===== src/rtl/sync_down_counter_pkg.sv =====
// Shared types for the loadable down counter: per-edge operation selection.
package sync_down_counter_pkg;

    typedef enum logic [2:0] {
        OP_HOLD,
        OP_LOAD,
        OP_DEC,
        OP_WRAP,
        OP_RELOAD
    } op_e;

    // Resolve load > en priority and the at-zero behaviour into one operation.
    function automatic op_e sel_op(
        input logic load,
        input logic en,
        input logic is_zero,
        input logic auto_reload
    );
        op_e op;
        if (load)                      op = OP_LOAD;
        else if (!en)                  op = OP_HOLD;
        else if (!is_zero)             op = OP_DEC;
        else if (auto_reload)          op = OP_RELOAD;
        else                           op = OP_WRAP;
        return op;
    endfunction

endpackage


===== src/rtl/sync_down_counter_tff_sr.sv =====
// Toggle flip-flop with synchronous active-high reset to INIT.
module tff_sr #(
    parameter logic INIT = 1'b0
) (
    input  logic clk,
    input  logic reset,
    input  logic t,
    output logic q
);

    logic q_q;
    logic q_d;

    always_comb begin
        q_d = q_q;
        if (t) q_d = ~q_q;
    end

    always_ff @(posedge clk) begin
        if (reset) q_q <= INIT;
        else       q_q <= q_d;
    end

    assign q = q_q;

endmodule


===== src/rtl/sync_down_counter.sv =====
// Loadable down counter on toggle flops with a borrow chain, optional auto-reload,
// and registered terminal-count / wrap pulses.
module sync_down_counter
    import sync_down_counter_pkg::*;
#(
    parameter int unsigned WIDTH = 4
) (
    input  logic             clk,
    input  logic             reset,
    input  logic             en,
    input  logic             load,
    input  logic [WIDTH-1:0] load_val,
    input  logic             auto_reload,
    output logic [WIDTH-1:0] q,
    output logic             zero,
    output logic             tc,
    output logic             wrap
);

    logic [WIDTH-1:0] q_bits;
    logic [WIDTH-1:0] t_dec;
    logic [WIDTH-1:0] q_next;
    logic [WIDTH-1:0] toggle;
    logic [WIDTH-1:0] reload_q;
    logic [WIDTH-1:0] reload_d;
    logic             tc_q;
    logic             tc_d;
    logic             wrap_q;
    logic             wrap_d;
    op_e              op;

    assign zero = (q_bits == '0);

    // Borrow chain: bit i toggles when every lower bit is zero.
    always_comb begin
        t_dec    = '0;
        t_dec[0] = 1'b1;
        for (int unsigned i = 1; i < WIDTH; i++) begin
            t_dec[i] = t_dec[i-1] & ~q_bits[i-1];
        end
    end

    always_comb begin
        op       = sel_op(load, en, zero, auto_reload);
        q_next   = q_bits;
        tc_d     = 1'b0;
        wrap_d   = 1'b0;
        reload_d = reload_q;
        case (op)
            OP_LOAD: begin
                q_next   = load_val;
                reload_d = load_val;
            end
            OP_DEC: begin
                q_next = q_bits ^ t_dec;
                tc_d   = (q_bits == WIDTH'(1));
            end
            OP_WRAP: begin
                q_next = q_bits ^ t_dec;
                wrap_d = 1'b1;
            end
            OP_RELOAD: begin
                q_next = reload_q;
                wrap_d = 1'b1;
            end
            default: begin
                q_next = q_bits;
            end
        endcase
        toggle = q_next ^ q_bits;
    end

    for (genvar i = 0; i < WIDTH; i++) begin : g_bit
        tff_sr #(
            .INIT (1'b0)
        ) u_tff (
            .clk   (clk),
            .reset (reset),
            .t     (toggle[i]),
            .q     (q_bits[i])
        );
    end

    always_ff @(posedge clk) begin
        if (reset) begin
            reload_q <= '1;
            tc_q     <= 1'b0;
            wrap_q   <= 1'b0;
        end else begin
            reload_q <= reload_d;
            tc_q     <= tc_d;
            wrap_q   <= wrap_d;
        end
    end

    assign q    = q_bits;
    assign tc   = tc_q;
    assign wrap = wrap_q;

endmodule


===== config.mk =====
export PLATFORM = sky130hd
export DESIGN_NAME = sync_down_counter
export DESIGN_NICKNAME = d
export VERILOG_FILES = /design/src/rtl/sync_down_counter_pkg.sv /design/src/rtl/sync_down_counter_tff_sr.sv /design/src/rtl/sync_down_counter.sv
export SDC_FILE = /design/constraint.sdc
export NUM_CORES = 1
export LEC_CHECK = 0
export BUFFER_PORTS_ARGS = -buffer_cell sky130_fd_sc_hd__buf_2
export CORE_AREA = 3 3 40 42
export CTS_CLUSTER_SIZE = 40
export DETAILED_ROUTE_END_ITERATION = 8
export DIE_AREA = 0 0 43 45
export GPL_ROUTABILITY_DRIVEN = 0
export PLACE_DENSITY = 0.69
export REMOVE_ABC_BUFFERS = 1
export SYNTH_ARGS = -nofsm -noshare
export SYNTH_HDL_FRONTEND = slang
export SYNTH_SLANG_ARGS = --single-unit

===== constraint.sdc =====
create_clock -name clk -period 2.1 [get_ports clk]
set_input_delay 0.21 -clock clk [delete_from_list [all_inputs] [get_ports clk]]
set_output_delay 0.21 -clock clk [all_outputs]
set_load 0.02 [all_outputs]

* Yosys cells after proc, flatten, opt, wreduce, memory -nomap -nowiden
Cells that the tools add are included.
** Cells by class
- Equal/unequal tests :: 5
- Reductions and logical operators :: 4
- Mux-type cells :: 6
- Bitwise logic cells :: 9
** Operators by type and width (number)
- 2-to-1 mux 3 bit :: 4
- one-hot mux 4 bit (3 select lines) :: 1
- bitwise XOR 4 bit :: 2
- == test 3 x 2 -> 1 bit (second input constant) :: 2
- OR reduction 2 bit :: 3
- NOT 1 bit :: 5
- == test 4 x 1 -> 1 bit (second input constant) :: 1
- logical NOT 4 bit :: 1
- == test 3 x 1 -> 1 bit (second input constant) :: 1
- == test 3 bit (second input constant) :: 1
- AND 1 bit :: 2
- 2-to-1 mux 1 bit :: 1
** Word-level totals
- Input port bits :: 9
- Flip-flop bits (word level) :: 10
- Output and inout bits :: 7
- Word-level logic and storage cells :: 31

* Logic depth before layout (Yosys ltp)
Gate-level depths: netlist of run 1.
- Depth in word-level cells :: 8
- Gate-level depth with buffers :: 6
- Gate-level depth less buffers :: 6

* Modules after synthesis
From an unflattened synthesis of run 1, not the netlist that was laid out.
** Unflattened totals
- Cell total of the unflattened synthesis :: 64
- Area, all modules :: 594.3 um^2
** By module, submodules not included
- sync_down_counter :: instances 1, area each 464.2 um^2, cells an instance 52, sequential area each 120.1 um^2
- tff_sr :: instances 4, area each 32.5 um^2, cells an instance 3, sequential area each 20.0 um^2

* Least setup slack after synthesis of run 1
No wires, ideal clock.
- Kind :: reg2reg
- Start :: register g_bit[0].u_tff.q_q
- End :: register g_bit[3].u_tff.q_q
- Arrival time :: 1.388 ns
- Library setup time :: 0.120 ns
- Period minus slack after synthesis :: 1.507 ns
- Slack :: 0.593 ns
- Buffers on the path :: 0
- Cell stages (with the launch flop) :: 6
- Data required time :: 1.980 ns
- Cell sequence :: dfxtp_1 inv_1 ha_1 nor3b_4 a211oi_1 o31a_1
** Between the ends
- Elaborated cells between the ends (all ways) :: 15
- Classes of those cells :: eq/ne (4); mux (4); bitwise (5); reduce/logical (2)
** RTL lines
- start: declaration :: line sync_down_counter_tff_sr.sv:11 : logic q_q;
- start signal: assignment :: line sync_down_counter_tff_sr.sv:21 : else q_q <= q_d;
- NOT 1 bit :: line sync_down_counter.sv:39 : t_dec[i] = t_dec[i-1] & ~q_bits[i-1];
- net t_dec[1] :: line sync_down_counter.sv:21 : logic [WIDTH-1:0] t_dec;
- AND 1 bit (2 in series) :: line sync_down_counter.sv:39
- bitwise XOR 4 bit :: line sync_down_counter.sv:55, sync_down_counter.sv:59
- one-hot mux 4 bit (3 select lines) :: line sync_down_counter.sv:49 : case (op)
- bitwise XOR 4 bit :: line sync_down_counter.sv:70 : toggle = q_next ^ q_bits;
- end signal: assignment :: line sync_down_counter_tff_sr.sv:21
- end: declaration :: line sync_down_counter_tff_sr.sv:11
The timed path passes the listed nets, and every way through them passes these cells.
A chain may end at the register's enable or synchronous reset.

* Final worst setup path of run 1
- Start :: register g_bit[0].u_tff.q_q
- End :: output port zero
** Between the ends
- Cells in the longest elaborated chain, start to end :: 1
** RTL lines
- logical NOT 4 bit :: line sync_down_counter.sv:32 : assign zero = (q_bits == '0);
- end: declaration :: line sync_down_counter.sv:15 : output logic zero,
Every way passes these cells.

==> results by stage, run 1 <==
Yosys:
- The cell area that synthesis handed to floorplanning was between 500 and 600 um2.
- The sequential element share of the synthesized area is roughly 34%.
- The proportion of netlist area held by the largest area contributor is 34.0%.
- Synthesis produced a netlist whose cell count is 61.
- Synthesis instantiated 25 different standard cells from the library.
- The post-synthesis area per instance is around 9.7 um2.
- The biggest area contributor in the post-synthesis netlist is sky130_fd_sc_hd__dfxtp_1.
- The number of flip-flops and latches in the synthesized netlist is 10.
- By area the synthesized netlist is led by sky130_fd_sc_hd__dfxtp_1 34%, sky130_fd_sc_hd__a211o_1 10%, sky130_fd_sc_hd__a311oi_2 7.6%, sky130_fd_sc_hd__ha_1 6.4%, sky130_fd_sc_hd__buf_4 5.1%.
- For this run, the number of Yosys warnings is 0.

Critical path:
- Counting both buffers and inverters, the worst setup path holds a total of 2.
- The longest individual stage delay on the worst path is around 0.4 ns.
- The critical path goes through inv_1 > ha_1 > nor3b_4 > buf_2.
- The cell family with the largest share of critical-path delay is simple AND/OR/NAND/NOR gates.
- The classification of the worst setup path is flip-flop to primary output.
- The slowest stage of the critical path is the sky130_fd_sc_hd__nor3b_4 cell.
- The startpoint kind of the worst setup timing path is a flip-flop.
- The critical-path maximum fanout is 10.
- STA puts the critical path data required time at approximately 1.9 ns.
- The worst endpoint data arrival time is roughly 1.5 ns.
- The endpoint class of the critical path is a primary output.

Routing:
- The detailed router placed between 400 and 500 vias in this run.
- The number of detailed-routing iterations run before antenna repair is 4.
- The overall routed net length is approximately 1100 um.
- Once detail routing completed, the nets flagged for antenna violations numbered 0.
- The via count normalized by instance count is between 5 and 6.
- The first routing iteration left 5 violations.
- In the final routed layout, each cell accounts on average for between 10 and 15 um.
- In the routed design, unresolved DRC markers number 0.

Pwr:
- Across the VDD grid, the largest voltage drop is about 0.00046 V.
- Combinational logic burns between 20% and 30% of the power.
- In this run switching power makes up between 20% and 30% of total power.
- The design internal power is 0.357 mW.
- Total power for the finished layout comes to around 0.5 mW.
- The clock network power share is 34.8%.
- In this run the static leakage power is between 0.2 and 0.3 nW.
- The switching power is about 0.14 mW.
- The share of total power dissipated in sequential elements is between 40% and 50%.
- In this run the power density over the cells is around 740 nW/um2.

Run status:
- The flow ran to the end, and the final reports show no timing, DRC or antenna violations.

Clock network:
- The clock transition at the registers of the reported paths is around 0.070 ns.
- In this run the number of H-tree levels came out at 1.
- At the later pin of the worst-skew pair, clock insertion delay measures 0.27 ns.
- The longest clock path from root to sink contains 2 buffers.
- The clock drives 10 sinks.
- The tree is rooted in a sky130_fd_sc_hd__clkbuf_4.
- Post-CTS timing repair inserted 0 buffers for setup.
- Post-CTS repair changed the size of 0 cells.
- TritonCTS built the clock tree.
- In this run, CTS created clock tree buffers numbering 3.
- The total of hold buffers inserted after clock tree synthesis is 0.

Layout:
- For this run, the number of standard cells in the final layout without fillers is between 80 and 90.
- The final antenna diode count is 0.
- In the final layout, the share of cells above drive strength 1 is a little over a third.
- The most common cell after layout, fill and taps aside is sky130_fd_sc_hd__buf_2.
- In the layout the commonest cells are 15 x sky130_fd_sc_hd__buf_2, 10 x sky130_fd_sc_hd__dfxtp_1, 7 x sky130_fd_sc_hd__a211o_1.
- In the final design database the tool counted 85 nets.
- The synthesis-to-layout area growth is 14.0%.
- Cells fill 52.3% of the core in the end.
- Across the whole layout, storage elements account for between 200 and 250 um2.
- The number of fill cells is about 130.
- The area of the multi-input gates is approximately 330 um2.

Timing:
- The number of slew-limit violations in the final report is 0.
- At the pin with the least slew margin, the transition time is about 0.40 ns.
- The maximum clock frequency is approximately 0.59 GHz.
- The sum of negative setup slack is 0 ns.
- The worst-case clock skew is 0.000247 ns.
- Setup violations remaining at the end of the flow were counted as 0.
- The share of the clock period used by the worst path is roughly 81%.
- Setup repair after global routing left no endpoint under its margin.
- The final hold violation count was 0.
- The post-route worst hold slack is about 0.24 ns.
- Subtracting the final worst setup slack from the clock period gives ~1.7 ns.
- In this run the tightest slew margin relative to its limit is 73.0%.

Global routing:
- The number of global-route vias before repair was a little under 400.
- The largest net degree at the start of global routing is 12.
- After global routing the overflow that remains totals 0.
- The first global-routing pass estimated 1640 um of wire.
- The global router's overall resource usage is a little under an eighth.
- The initial antenna violation count was 0.

Place:
- The quantity of I/O buffers inserted on ports is 15.
- After detailed placement, the design holds a cell count of 83.
- Summed over all nets, the half-perimeter wirelength after detailed placement is a little over 800 um.

Job:
- Max-cap violations in this run came to 0.

Die:
- The die footprint is around 1900 um2.
- The region available for standard cell placement spans between 1000 and 1500 um2.
- The number of rows created at floorplan is 13.
- The boundary pin count is 16.
- Once the floorplan was initialized, standard cells occupied between 40% and 50% of the core.
- The vertical die dimension is approximately 45 um.
- From left edge to right edge, the die measures between 40 and 50 um.

Hold path:
- The class of the most critical hold timing path is primary input to flip-flop.
[cells in the mapped netlist, drive strengths merged]
| master | count |
|---|---|
| dfxtp | 10 |
| nor2 | 1 |
| a211o | 7 |
| nor3 | 5 |
| inv | 4 |
| o31a | 1 |
| a311oi | 3 |
| clkbuf | 1 |
| nor3b | 2 |
| or4b | 1 |
| a211oi | 1 |
| nand2b | 1 |
| and4 | 1 |
| nand4 | 3 |
| o21a | 1 |
| and2 | 4 |
| ha | 3 |
| nor2b | 1 |
| buf | 7 |
| xnor2 | 1 |
| o21ai | 3 |
[per-layer routing]
metal / GRT usage [%] / vias to the layer above / share of wire [%]
li1: - / 244 / -
met1: 13.4 / 228 / 45
met2: 18.3 / 15 / 47
met3: 5.98 / 2 / 6.9
met4: 5.42 / 0 / 0.71
met5: 0 / - / 0
[worst reg2reg max path: cells and delay by family (launching register included)]
kind	cells	cell delay, ns
fa+ha+maj	1	0.18
simple gates	1	0.40
compound gates	2	0.43
buf+inv	1	0.07
flops	1	0.34
[final cells by class]
class | count | area share (%)
Clock buffer | 4 | 5.40
Inverter | 4 | 2.23
Multi-Input combinational cell | 39 | 48.6
Sequential cell | 10 | 29.8
Tap cell | 15 | 2.79
Timing Repair Buffer | 15 | 11.2
[power by group through the flow]
stage                     logic (mW)  registers, mW  clock network (mW)
after floorplan               0.0640          0.228                   0
after global placement         0.109          0.220                   0
after detailed placement       0.110          0.220                   0
after CTS                      0.110          0.216               0.181
after global routing           0.120          0.217               0.190
final                          0.109          0.216               0.173
[state kept, by name (all words and copies together), names as in the netlist]
| register | cells |
|---|---|
| g_bit.u_tff.q | 4 |
| reload_q | 4 |
| tc | 1 |
| wrap | 1 |
[path summary, 6_finish.rpt]
check,start,end,slack [ns],depth (start not counted)
setup / recovery,g_bit[0].u_tff.q$_SDFFE_PP0P_,zero,0.40,4
hold / removal,load_val[1],reload_q[1]$_SDFFE_PP1N_,0.24,3
setup reg to reg,g_bit[0].u_tff.q$_SDFFE_PP0P_,g_bit[3].u_tff.q$_SDFFE_PP0P_,0.58,5
hold reg to reg,reload_q[3]$_SDFFE_PP1N_,reload_q[3]$_SDFFE_PP1N_,0.47,1
[cell families (layout without fill, tap and decap cells)]
logic type / count (synthesis) / after routing / synth area share [%]
buffers and inverters: 12 / 23 / 10.6
AOI/OAI and AO/OA: 16 / 16 / 24.6
adders and majority gates: 3 / 3 / 6.37
xor gates and xnor gates: 1 / 1 / 1.49
and+or+nand+nor: 19 / 19 / 22.9
DFF: 10 / 10 / 34.0
[stage by stage]
step	instance area (um2)	setup WS (ns)
global route	672	0.310
finish	672	0.396
floorplan	542	0.501
global placement	636	0.650
CTS	672	0.400
detailed placement	636	0.611
(Power assumes the default switching activity.)
==> run 2: changes to the inputs <==
- ABC_AREA: default -> 1
- PLACE_DENSITY: 0.69 -> 0.7
- clock period: 2.1 -> 1.6 ns (I/O delays scaled with it)
==> results by stage, run 2 <==
Clock network:
- The count of cells resized by post-cts repair came to 0 (unchanged).
- The number of buffers created by CTS came to 3 (unchanged).
- The maximum level of the CTS H-tree is 1 (unchanged).
- The post-CTS repair timing setup buffer count came to 0 (unchanged).
- The latest clock arrival within the worst-skew pair is 0.27 ns (about the same).
- The clock transition at the registers of the reported paths came to 0.07 ns (about the same).
- TritonCTS built the clock tree.
- The buffer depth of the longest clock path came to 2 (unchanged).
- The root buffer selected by CTS is sky130_fd_sc_hd__clkbuf_4.
- The total of hold buffers inserted after clock tree synthesis is 0 (unchanged).
- The clock net sink count was 10 (unchanged).

Layout:
- The fraction of final layout cells with drive strength greater than 1 came to 30.2% (-4.5 points).
- The synthesis-to-layout area growth is 15.4%.
- The area of the multi-input gates is 303 um2 (-7.3%).
- The top cell types in the final layout, fill and taps aside, are 15 x sky130_fd_sc_hd__buf_2, 14 x sky130_fd_sc_hd__inv_1, 12 x sky130_fd_sc_hd__nand2_1.
- The final net count came to 109 (+28%).
- The number of fill cells is 135 (+8.0%).
- Leaving out fill and tap cells, the most frequent cell in the layout is sky130_fd_sc_hd__buf_2.
- The sequential cell area was 200 um2 (unchanged).
- The core occupancy in the finished layout is 53.9% (+1.7 points).
- The area of all placed cells without fillers came to 693 um2 (+3.2%).
- The final antenna diode count came to 0 (unchanged).

Hold path:
- The number of cells traversed by the worst hold path is 3 (unchanged).
- The path with the worst hold slack has its endpoint at reload_q[3]$_SDFFE_PP1N_.
- The class of the most critical hold timing path is primary input to flip-flop.
- In this run the most critical hold path is launched from load_val[3].

Critical path:
- Among the stages of the critical path, the cell type that occurs most often is sky130_fd_sc_hd__inv_1.
- Grouping stages by cell kind, the critical path spends the most delay in flip-flops.
- The worst setup path is launched from a flip-flop.
- The critical-path maximum fanout is 4 (-6).
- The reg-to-reg critical path endpoint is g_bit[2].u_tff.q$_SDFFE_PP0P_.
- The worst endpoint data arrival time is 1.26 ns (-0.23 ns).
- The classification of the worst setup path is flip-flop to primary output.
- The logic depth of the worst register-to-register path was 7 (+2).
- The endpoint required time on the critical path is 1.44 ns (-0.45 ns).
- In this run the critical register-to-register path is launched from g_bit[0].u_tff.q$_SDFFE_PP0P_.
- The logic depth of the worst path, buffers included is 5 (+1).
- The longest individual stage delay on the worst path was 0.37 ns (-0.03 ns).
- The signal on the critical path passes through inv_1 > ha_1 > nand2_1 > inv_1 > buf_2.
- The register-to-register setup slack is 0.22 ns (-0.36 ns).
- The count of buffering cells on the critical path with inverters included is 3 (+1).
- The slowest stage of the critical path is the sky130_fd_sc_hd__dfxtp_1 cell.
- The endpoint class of the critical path is a primary output.

Routing:
- The overall routed net length came to 1080 um (-4.2%).
- The detailed router's first-iteration violation count is 13 (+8).
- The via count normalized by instance count is 4.85 (-14%).
- The antenna violation net count after detailed routing is 0 (unchanged).
- The total via count after detailed routing is 538 (+10%).
- The average routed wire per standard cell is 9.69 um (-25%).
- The number of detailed-routing iterations run before antenna repair is 4 (unchanged).
- The post-detailed-route DRC marker count is 0 (unchanged).

Yosys:
- The number of flip-flops and latches in the synthesized netlist is 10 (unchanged).
- The most used flip-flop cell after synthesis is sky130_fd_sc_hd__dfxtp_1.
- The warning count from the yosys run is 0 (unchanged).
- By area the synthesized netlist is led by sky130_fd_sc_hd__dfxtp_1 33%, sky130_fd_sc_hd__inv_1 8.8%, sky130_fd_sc_hd__nand2_1 7.5%, sky130_fd_sc_hd__a21oi_1 6.7%, sky130_fd_sc_hd__buf_4 6.3%.
- The proportion of netlist area held by the largest area contributor is 33.3% (-0.64 points).
- The share of flip-flops with an asynchronous set or reset after synthesis is 0% (unchanged).
- The mapped cell area is 601 um2 (+1.9%).
- The library cell with the highest instance count after synthesis is sky130_fd_sc_hd__inv_1.
- The post-synthesis instance total came to 82 (+34%).
- The unique cell type count in the Yosys netlist came to 18 (-28%).
- Ranked by instance count, the synthesized netlist is headed by 14 x sky130_fd_sc_hd__inv_1, 12 x sky130_fd_sc_hd__nand2_1, 10 x sky130_fd_sc_hd__dfxtp_1.
- The biggest area consumer among synthesized cells is sky130_fd_sc_hd__dfxtp_1.
- The post-synthesis area per instance was 7.32 um2 (-24%).
- The sequential element share of the synthesized area is 33.3% (-0.64 points).
- The number of enable flip-flop cells after synthesis is 0 (unchanged).

Timing:
- The final setup violation count is 0 (unchanged).
- The pin slew with the least headroom to its limit is 0.246 ns (-0.158 ns).
- The clock period minus final worst setup slack is ~1.4 ns.
- The post-layout worst setup margin is 0.182 ns (-0.215 ns).
- The tightest slew margin relative to the limit came to 83.6% (+11 points).
- The final hold violation count was 0 (unchanged).
- Setup repair after global routing left no endpoint under its margin.
- The number of slew-limit violations in the final report came to 0 (unchanged).
- Of the available clock period, the critical path in the final layout requires 88.6%.
- Static timing analysis puts the maximum clock frequency at slightly above 0.7 GHz.
- The sum of negative setup slack is 0 ns (unchanged).
- The worst-case clock skew is 0.00648 ns (+0.00624 ns).

Global routing:
- The largest net degree at the start of global routing is 14 (+2).
- The sum of overflow across all layers after global routing is 0 (unchanged).
- The number of global-route vias before repair is 468 (+19%).
- The global router's overall resource usage came to 13.7% (+2.0 points).
- The initial antenna violation count came to 0 (unchanged).
- The wire length of the first global-routing pass is 1940 um (+18%).

Die:
- The vertical die dimension is 45 um (unchanged).
- The boundary pin count is 16 (unchanged).
- The area of the core region is 1280 um2 (unchanged).
- The starting utilization of the core area was 46.7% (+0.88 points).
- The number of rows created at floorplan is 13 (unchanged).
- The die footprint was 1940 um2 (unchanged).
- The horizontal extent of the die was 43 um (unchanged).

Place:
- The placed wire-length estimate after detailed placement is 858 um (+5.8%).
- The worst setup timing slack at the placement stage came to 0.216 ns (-0.395 ns).
- The cell area after placement is 657 um2 (+3.3%).
- The quantity of I/O buffers inserted on ports is 15 (unchanged).

Run status:
- The run finished with clean final reports.

Pwr:
- The leakage component of the power is 0.370 nW (+33%).
- The maximum vdd ir drop was 0.000445 V (-3.5%).
- The power density of the placed cells was 964 nW/um2 (+30%).

Job:
- The number of max-cap violations was 0 (unchanged).
## run 2: cell count changes after synthesis, moves of 5 or more
cell                      before  now
sky130_fd_sc_hd__nor3_1        5    0
sky130_fd_sc_hd__a211o_1       7    0
sky130_fd_sc_hd__a21oi_1       0    8
sky130_fd_sc_hd__nor2_1        1    7
sky130_fd_sc_hd__inv_1         3   14
sky130_fd_sc_hd__nand2_1       0   12
## run 2: per-stage QoR
stage               hold WS [ns]  std cells  total power, mW
floorplan                  0.246         77            0.394
global placement           0.383        107            0.440
detailed placement         0.396        107            0.444
CTS                        0.111        111            0.676
global route               0.113        111            0.719
finish                     0.110        111            0.668
## run 2: area by class of cell
class | instances | share of cell area [%]
Multi-Input combinational cell | 51 | 43.7
Inverter | 16 | 8.66
Sequential cell | 10 | 28.9
Clock buffer | 4 | 5.23
Tap cell | 15 | 2.71
Timing Repair Buffer | 15 | 10.8
## run 2: where the power goes
group	internal, mW	switching (mW)	leakage (nW)	total [mW]
Combinational	0.0594	0.0994	0.267	0.159
Sequential	0.266	0.0119	0.0828	0.278
Clock	0.138	0.0934	0.0210	0.231
## run 2: cells by family after synthesis
kind of cell / count (synthesis) / share of synthesized area, %
compound gates: 14 / 11.7
fa+ha+maj: 3 / 6.25
buf+inv: 21 / 16.3
flops: 10 / 33.3
simple gates: 34 / 32.5
## run 2: worst max path at each step
stage	startpoint	slack, ns	to
2_1_floorplan	g_bit[0].u_tff.q$_SDFFE_PP0P_	0.17	g_bit[3].u_tff.q$_SDFFE_PP0P_
3_3_place_gp	g_bit[0].u_tff.q$_SDFFE_PP0P_	0.25	g_bit[2].u_tff.q$_SDFFE_PP0P_
3_5_place_dp	g_bit[0].u_tff.q$_SDFFE_PP0P_	0.22	g_bit[2].u_tff.q$_SDFFE_PP0P_
4_1_cts	g_bit[0].u_tff.q$_SDFFE_PP0P_	0.16	zero
5_1_grt	g_bit[0].u_tff.q$_SDFFE_PP0P_	0.06	zero
6_report	g_bit[0].u_tff.q$_SDFFE_PP0P_	0.18	zero
## run 2: worst reg2reg max path, cell delays in order (launching register included)
cell and delay (ns):
sky130_fd_sc_hd__dfxtp_1 0.37, sky130_fd_sc_hd__inv_1 0.07, sky130_fd_sc_hd__ha_1 0.27, sky130_fd_sc_hd__ha_1 0.30, sky130_fd_sc_hd__nand3b_1 0.10, sky130_fd_sc_hd__nand2_1 0.05, sky130_fd_sc_hd__nor2_1 0.09, sky130_fd_sc_hd__nor2_1 0.05
## run 2: metal layers
metal  wire length, um  global-route usage (%)  vias up
met2               486                    21.0       19
met5                 0                       0        -
met1               498                    16.4      234
li1                  -                       -      283
met4                12                    9.04        0
met3                78                    4.78        2
==> run 3: changes to the inputs <==
==> constraint.sdc (replaced) <==
create_clock -name clk -period 1.6 [get_ports clk]
set_input_delay 0.32 -clock clk [delete_from_list [all_inputs] [get_ports clk]]
set_output_delay 0.32 -clock clk [all_outputs]
set_load 0.02 [all_outputs]
==> results by stage, run 3 (synthesis gave the netlist of run 2 again) <==
Die:
- The number of rows created at floorplan is 13 (unchanged).
- The area of the core region is 1280 um2 (unchanged).
- The die footprint is 1940 um2 (unchanged).
- The vertical die dimension was 45 um (unchanged).
- The boundary pin count is 16 (unchanged).
- The starting utilization of the core area is 46.7% (unchanged).
- The horizontal extent of the die came to 43 um (unchanged).

Critical path:
- The startpoint identified for the worst register-to-register timing path is g_bit[0].u_tff.q$_SDFFE_PP0P_.
- The classification of the worst setup path is flip-flop to primary output.
- The worst endpoint data arrival time is 1.18 ns (-0.08 ns).
- The worst register-to-register path ends at g_bit[3].u_tff.q$_SDFFE_PP0P_.
- The endpoint required time on the critical path is 1.28 ns (-0.16 ns).
- The register-to-register setup slack is 0.31 ns (+0.09 ns).
- The endpoint class of the critical path is a primary output.
- The logic depth of the worst register-to-register path came to 10 (+3).
- The worst setup path is launched from a flip-flop.
- The critical-path maximum fanout is 4 (unchanged).

Layout:
- The area growth from synthesis to layout is 16.0%.
- The fraction of final layout cells with drive strength greater than 1 was 32.3% (+2.1 points).
- The final antenna diode count was 0 (unchanged).
- The most common cell after layout, fill and taps aside is sky130_fd_sc_hd__buf_2.
- The top cell types in the final layout, fill and taps aside, are 15 x sky130_fd_sc_hd__buf_2, 14 x sky130_fd_sc_hd__inv_1, 12 x sky130_fd_sc_hd__nand2_1.
- The number of standard cells in the final layout excluding fillers was 111 (unchanged).
- The area of all placed cells without fillers is 697 um2 (+0.54%).
- The final net count is 109 (unchanged).

Run status:
- The flow ran to the end, and the final reports show no timing, DRC or antenna violations.

Timing:
- The tightest slew margin relative to the limit came to 83.6% (about the same).
- The worst-case clock skew is 0.00694 ns (+0.000462 ns).
- The number of slew-limit violations in the final report was 0 (unchanged).
- The final hold violation count is 0 (unchanged).
- The clock period minus final worst setup slack is 1.50 ns (+0.0783 ns).
- The sum of negative setup slack is 0 ns (unchanged).
- The final setup violation count is 0 (unchanged).
- The pin slew with the least headroom to its limit is 0.246 ns (-0.000278 ns).
- The post-route worst hold slack came to 0.269 ns (+0.159 ns).
- Setup repair after global routing left no endpoint under its margin.
- The maximum clock frequency is 0.668 GHz (-5.2%).
- The share of the clock period used by the worst path is 93.5% (+4.9 points).

Global routing:
- The number of global-route vias before repair is 464 (-0.85%).
- The global router's overall resource usage is 13.7% (-0.083 points).
- The wire length of the first global-routing pass is 1930 um (-0.31%).
- The sum of overflow across all layers after global routing came to 0 (unchanged).
- The largest net degree at the start of global routing is 14 (unchanged).
- The initial antenna violation count is 0 (unchanged).

Place:
- The placed wire-length estimate after detailed placement is 858 um (unchanged).
- The cell area after placement is 657 um2 (unchanged).
- The number of placed cells counting well taps was 107 (unchanged).
- The quantity of I/O buffers inserted on ports is 15 (unchanged).

Hold path:
- The destination of the worst hold path is reload_q[3]$_SDFFE_PP1N_.
- The path class of the tightest hold or removal check is primary input to flip-flop.
- In this run the most critical hold path is launched from load_val[3].
- The number of cells traversed by the worst hold path was 3 (unchanged).

Routing:
- The detailed router's first-iteration violation count is 12 (-1).
- The overall routed net length is 1070 um (-0.74%).
- The post-detailed-route DRC marker count is 0 (unchanged).
- The total via count after detailed routing is 531 (-1.3%).
- The antenna violation net count after detailed routing is 0 (unchanged).
- The via count normalized by instance count is 4.78 (-1.3%).
- The average routed wire per standard cell is 9.62 um (-0.74%).
- The number of detailed-routing iterations run before antenna repair was 5 (+1).

Clock network:
- The clock net sink count came to 10 (unchanged).
- The latest clock arrival within the worst-skew pair was 0.27 ns (about the same).
- The maximum level of the CTS H-tree is 1 (unchanged).
- The total of hold buffers inserted after clock tree synthesis is 0 (unchanged).
- The root buffer selected by CTS is sky130_fd_sc_hd__clkbuf_4.
- TritonCTS built the clock tree.
- The post-CTS repair timing setup buffer count is 0 (unchanged).
- The buffer depth of the longest clock path is 2 (unchanged).
- The number of buffers created by CTS is 3 (unchanged).
- The clock transition at the registers of the reported paths came to 0.08 ns (about the same).

Pwr:
- The maximum vdd ir drop was 0.000446 V (+0.18%).
- The power density of the placed cells is 961 nW/um2 (-0.25%).
- The leakage component of the power was 0.370 nW (-0.23%).

Job:
- The number of max-cap violations was 0 (unchanged).
==> run 3: cell counts in the layout (fill, tap and decap cells not counted) <==
Identical to the previous run, type by type.
==> run 3: critical path, stage by stage (launching register included) <==
cell and delay [ns]:
sky130_fd_sc_hd__dfxtp_2 0.33, sky130_fd_sc_hd__inv_1 0.07, sky130_fd_sc_hd__ha_2 0.23, sky130_fd_sc_hd__nand2_1 0.08, sky130_fd_sc_hd__inv_1 0.05, sky130_fd_sc_hd__buf_2 0.15
==> run 3: timing repair <==
item	4_1_cts	5_1_grt
gates resized for setup	1	1
pin swaps	0	0
endpoints found under the setup margin	1	1
==> run 3: stage by stage <==
step | utilization [%] | setup WS (ns) | total power, mW
final | 54.2 | 0.104 | 0.670
after detailed placement | 51.1 | 0.216 | 0.444
after global placement | 51.1 | 0.247 | 0.440
after CTS | 54.1 | 0.0673 | 0.677
after global routing | 54.2 | 0.00723 | 0.721
after floorplan | - | 0.165 | 0.394
==> run 3: power by group <==
part / switching (mW) / total (mW) / internal (mW)
registers: 0.0117 / 0.278 / 0.266
logic: 0.0996 / 0.160 / 0.0605
clock network: 0.0937 / 0.232 / 0.138
==> run 3: layout make-up <==
| type | instances | area [um2] |
|---|---|---|
| Clock buffer | 4 | 36.3 |
| Fill cell | 133 | 588 |
| Inverter | 16 | 60.1 |
| Multi-Input combinational cell | 51 | 305 |
| Sequential cell | 10 | 201 |
| Tap cell | 15 | 18.8 |
| Timing Repair Buffer | 15 | 75.1 |
==> run 3: per-layer routing <==
layer | share of wire (%) | up-vias | routed length [um] | track usage (%)
li1 | - | 283 | - | -
met1 | 47 | 229 | 500 | 16.4
met2 | 45 | 17 | 482 | 20.7
met3 | 6.7 | 2 | 72 | 4.78
met4 | 1.1 | 0 | 12 | 9.04
met5 | 0 | - | 0 | 0
==> run 3: worst max-delay path by stage <==
stage | from | end | slack (ns) | cells after the start
2_1_floorplan | g_bit[0].u_tff.q$_SDFFE_PP0P_ | g_bit[3].u_tff.q$_SDFFE_PP0P_ | 0.17 | 10
3_3_place_gp | g_bit[0].u_tff.q$_SDFFE_PP0P_ | g_bit[2].u_tff.q$_SDFFE_PP0P_ | 0.25 | 7
3_5_place_dp | g_bit[0].u_tff.q$_SDFFE_PP0P_ | g_bit[2].u_tff.q$_SDFFE_PP0P_ | 0.22 | 7
6_report | g_bit[0].u_tff.q$_SDFFE_PP0P_ | zero | 0.10 | 5
4_1_cts | g_bit[0].u_tff.q$_SDFFE_PP0P_ | zero | 0.07 | 5
5_1_grt | g_bit[0].u_tff.q$_SDFFE_PP0P_ | zero | 0.007 | 5
